==> src/rtl/uart_tx_queue.sv <==
// uart_tx_queue: byte FIFO feeding a UART transmitter over start/DIN/bsy; `UART_TXQ_TIMEOUT_EN adds an ACK timeout with sticky tx_err
module uart_tx_queue #(
  parameter int DEPTH       = 16,
  parameter int ADDR_W      = 4,
  parameter int ACK_TIMEOUT = 15
) (
  input  logic            clk,
  input  logic            rst,
  input  logic            wr_en,
  input  logic [7:0]      wr_data,
  output logic            full,
  output logic            empty,
  output logic [ADDR_W:0] level,
  output logic            overflow,
  output logic [7:0]      tx_data,
  output logic            tx_start,
  input  logic            tx_bsy,
  output logic            tx_err
);
  typedef enum logic [1:0] {IDLE, LOAD, ACK, DONE} state_t;
  state_t            state;
  logic [7:0]        mem [DEPTH];
  logic [ADDR_W-1:0] wr_ptr, rd_ptr;
  logic [ADDR_W:0]   count;
  logic              push, pop;
  assign full  = count == (ADDR_W+1)'(DEPTH);
  assign empty = count == '0;
  assign level = count;
  assign push  = wr_en && !full;
  assign pop   = state == IDLE && !empty;
`ifdef UART_TXQ_TIMEOUT_EN
  localparam int CW = $clog2(ACK_TIMEOUT + 1);
  logic [CW-1:0] wait_cnt;
`else
  assign tx_err = 1'b0;
`endif
  // storage: write only on an accepted push; no reset needed since count gates every read
  always_ff @(posedge clk)
    if (push) mem[wr_ptr] <= wr_data;
  // pointers, occupancy and sticky overflow; a push while full is dropped even if a pop happens in the same cycle
  always_ff @(posedge clk)
    if (!rst) begin
      wr_ptr   <= '0;
      rd_ptr   <= '0;
      count    <= '0;
      overflow <= 1'b0;
    end else begin
      if (push) wr_ptr <= wr_ptr + 1'b1;
      if (pop) rd_ptr <= rd_ptr + 1'b1;
      count <= count + {{ADDR_W{1'b0}}, push} - {{ADDR_W{1'b0}}, pop};
      if (wr_en && full) overflow <= 1'b1;
    end
  // handshake sequencer: pop into tx_data, pulse tx_start a cycle later, then follow tx_bsy up and back down
  always_ff @(posedge clk)
    if (!rst) begin
      state    <= IDLE;
      tx_start <= 1'b0;
      tx_data  <= 8'h00;
`ifdef UART_TXQ_TIMEOUT_EN
      wait_cnt <= '0;
      tx_err   <= 1'b0;
`endif
    end else
      case (state)
        IDLE: if (pop) begin
          tx_data <= mem[rd_ptr];
          state   <= LOAD;
        end
        LOAD: begin
          tx_start <= 1'b1;
          state    <= ACK;
`ifdef UART_TXQ_TIMEOUT_EN
          wait_cnt <= CW'(ACK_TIMEOUT);
`endif
        end
        ACK: begin
          tx_start <= 1'b0;
          if (tx_bsy) state <= DONE;
`ifdef UART_TXQ_TIMEOUT_EN
          else if (wait_cnt == CW'(1)) begin
            tx_err <= 1'b1;
            state  <= IDLE;
          end else wait_cnt <= wait_cnt - CW'(1);
`endif
        end
        default: if (!tx_bsy) state <= IDLE;
      endcase
endmodule

==> config.mk <==
export PLATFORM = sky130hd
export DESIGN_NAME = uart_tx_queue
export DESIGN_NICKNAME = d
export VERILOG_FILES = /design/src/rtl/uart_tx_queue.sv
export SDC_FILE = /design/constraint.sdc
export NUM_CORES = 1
export LEC_CHECK = 0
export BUFFER_PORTS_ARGS = -buffer_cell sky130_fd_sc_hd__buf_4
export CORE_MARGIN = 2
export CORE_UTILIZATION = 30
export DETAILED_ROUTE_END_ITERATION = 6
export GPL_ROUTABILITY_DRIVEN = 0
export PLACE_DENSITY_LB_ADDON = 0.1
export REMOVE_ABC_BUFFERS = 1
export SETUP_SLACK_MARGIN = 0.15
export SYNTH_ARGS = -nofsm -noshare
export SYNTH_HDL_FRONTEND = slang
export SYNTH_SLANG_ARGS = --single-unit
==> constraint.sdc <==
create_clock -name clk -period 3 [get_ports clk]
set_clock_uncertainty 0.2 [all_clocks]
set_input_delay 0.6 -clock clk [delete_from_list [all_inputs] [get_ports clk]]
set_output_delay 0.6 -clock clk [all_outputs]
set_load 0.01 [all_outputs]
==> impl_metrics.json <==
{
  "cap_violations": 0,
  "ys_seq_area_share_pct": 71.0,
  "cts_tree": "built",
  "syn_inst": 342,
  "setup_viol": 0,
  "synth_common_cells": "edfxtp_1, mux4_2, dfxtp_1",
  "drtPass1Iterations": 4,
  "layout_setup_ws_ns": 0.131,
  "syn_area_um2": 6120,
  "start_util_pct": 30.5,
  "drtIter0Drc": 130,
  "fp.dieH_um": 147,
  "fp-row-count": 52,
  "grt_max_degree": 29,
  "place_hpwl_um": 8510,
  "avgSynthCellArea_um2": 17.9,
  "coreArea_um2": 20100,
  "dieArea_um2": 21600,
  "rsz0062_at_grt": "true",
  "synth_seq_cells": 153,
  "fmax_mhz": 349,
  "htree_num_levels": 4,
  "yosysWarnings": 0,
  "ir_drop_v": 0.000389,
  "worstMarginPinSlew_ns": 0.549,
  "start_kind": "register",
  "tns_ns": 0,
  "clk_pin_slew_worst_paths_ns": 0.06,
  "ant_nets": 0,
  "regArea_um2": 4350,
  "cp_data_arrival_time_ns": 2.98,
  "synthArstFlopShare_pct": 0,
  "antenna_found_initial": 0,
  "instances_no_fill": 692,
  "ys.flop_type": "edfxtp_1",
  "crit_required_ns": 3.11,
  "synth.area.top_cells": "edfxtp_1, mux4_2, dfxtp_1",
  "grt_remaining_overflow": 0,
  "max-slew-margin-rel_pct": 63.4,
  "cts_buffer_depth": 2,
  "synth_edf_count": 128,
  "place_inst": 659,
  "die_w_um": 147,
  "area_delta_synth_final_pct": 23.0,
  "yosysUniqueCellTypes": 37,
  "run_status": "complete, no violations",
  "synth_top_cell_area_share_pct": 62.8,
  "drt-total-wl_um": 13300,
  "avgRoutedWirePerCell_um": 19.3,
  "synth.most_common_cell": "edfxtp_1",
  "crit_path_end_kind": "register",
  "power.static_leakage_nw": 2.56,
  "p_total_mw": 6.67,
  "grtUsageTotal_pct": 13.3,
  "min_period_over_period_pct": 95.6,
  "clk_latency_ns": 0.42,
  "grt_pass1_vias": 3367,
  "root_buffer": "clkbuf_16",
  "finalCriticalPeriod_ns": 2.87,
  "hp-class": "primary input to register",
  "ios": 30,
  "cts_sinks": 153,
  "power_density_nw_per_um2": 886,
  "finalMaxSlewViolations": 0,
  "drc": 0,
  "cts_hold_buffers": 0,
  "numCtsBuffers": 17,
  "drive_gt1_share_pct": 33.7,
  "viasPerCell": 4.55,
  "fillCellCount": 1884,
  "numPortBuffers": 28,
  "num-nets-final": 435,
  "cp_max_fo": 2,
  "hold_viol": 0,
  "grt_pass1_wl_um": 20500,
  "multi_input_comb_area_um2": 1680,
  "yosys.area.top_type": "edfxtp_1",
  "crit_type": "register to register",
  "num_vias": 3149,
  "dp_slack_ns": -0.0663,
  "hold_ws_ns": 0.269
}
==> path summary, 6_finish.rpt <==
check / from / to / slack [ns] / cells past startpoint
setup / recovery: level[3]$_SDFF_PN0_ / level[4]$_SDFF_PN0_ / 0.13 / 13
hold reg to reg: tx_start$_SDFFE_PN0N_ / tx_start$_SDFFE_PN0N_ / 0.28 / 1
setup reg to reg: level[3]$_SDFF_PN0_ / level[4]$_SDFF_PN0_ / 0.13 / 13
hold / removal: wr_en / overflow$_SDFFE_PN0P_ / 0.27 / 3
==> cell families after synthesis <==
| family | after synthesis | synth area share (%) |
|---|---|---|
| AO/OA/AOI/OAI | 21 | 2.62 |
| XOR/XNOR | 8 | 1.14 |
| adder cells (fa/ha/maj) | 14 | 2.98 |
| buffers and inverters | 34 | 2.45 |
| flip-flops | 153 | 71.0 |
| multiplexers | 49 | 14.6 |
| other | 1 | 0.0613 |
| AND/OR/NAND/NOR | 62 | 5.23 |
==> layer usage <==
layer | GRT usage, % | wire length [um]
met5 | 0 | 0
met3 | 3.14 | 378
met2 | 21.5 | 6530
met4 | 4.81 | 136
met1 | 17.6 | 6290
==> cell usage in the layout (no fill, tap or decap), types with 3 or more instances in the layout <==
master / netlist / routed
mux2i_1: 17 / 17
ha_4: 0 / 3
dfxtp_2: 0 / 3
dfxtp_1: 25 / 22
nor3_1: 4 / 4
mux4_2: 32 / 32
inv_2: 1 / 4
a21oi_1: 4 / 3
bufinv_16: 0 / 3
ha_1: 13 / 10
and2_1: 10 / 10
o221ai_1: 8 / 8
buf_4: 4 / 65
edfxtp_1: 128 / 128
a21boi_1: 3 / 3
xnor2_1: 6 / 6
nand3_1: 13 / 13
inv_1: 15 / 12
nand2_1: 11 / 11
clkbuf_16: 0 / 17
clkinvlp_4: 0 / 3
nor2_1: 13 / 13
==> worst max-delay path, cell delays in order, from the launching register on <==
cell	delay, ns
dfxtp_2	0.32
inv_2	0.07
ha_4	0.13
or4b_4	0.47
nand2_4	0.08
inv_2	0.05
ha_4	0.25
inv_2	0.03
ha_4	0.15
fa_2	0.34
a21oi_2	0.12
nor2_1	0.05
or3_1	0.33
and3_1	0.16
==> power breakdown <==
group / total [mW] / internal (mW) / switching, mW
sequential: 2.59 / 2.48 / 0.105
clock: 2.17 / 1.31 / 0.857
combinational: 1.91 / 0.975 / 0.938
total: 6.67 / 4.77 / 1.90
==> metrics by stage <==
step                      utilization, %  instance area [um2]
final                               37.5                 7530
after global routing                37.4                 7530
after CTS                           37.4                 7520
after detailed placement            34.2                 6870
after global placement              34.2                 6870
after floorplan                        -                 6030
==> registers in the layout, indices dropped and copies added (netlist names) <==
name and flops:
rd_ptr 4, overflow 1, mem 128, state 2, level 5, wr_ptr 4, tx_start 1, tx_data 8
==> cell type report <==
cell class              instances  share of cell area, %
repair buffers                 66                   6.75
flip-flops and latches        153                   57.7
multi-input cells             155                   22.3
diodes                          1                 0.0332
clock buffers                  18                   5.70
clock inverters                13                   2.24
inverters                      16                  0.797
well taps                     270                   4.49
==> what timing repair did <==
item | in CTS | in global routing
gates resized for setup | 12 | 1
endpoints found under the setup margin | 1 | 1
buffers inserted | 1 | 0
pin swaps | 5 | 1
Note: power is estimated with default switching activity, not from simulation.
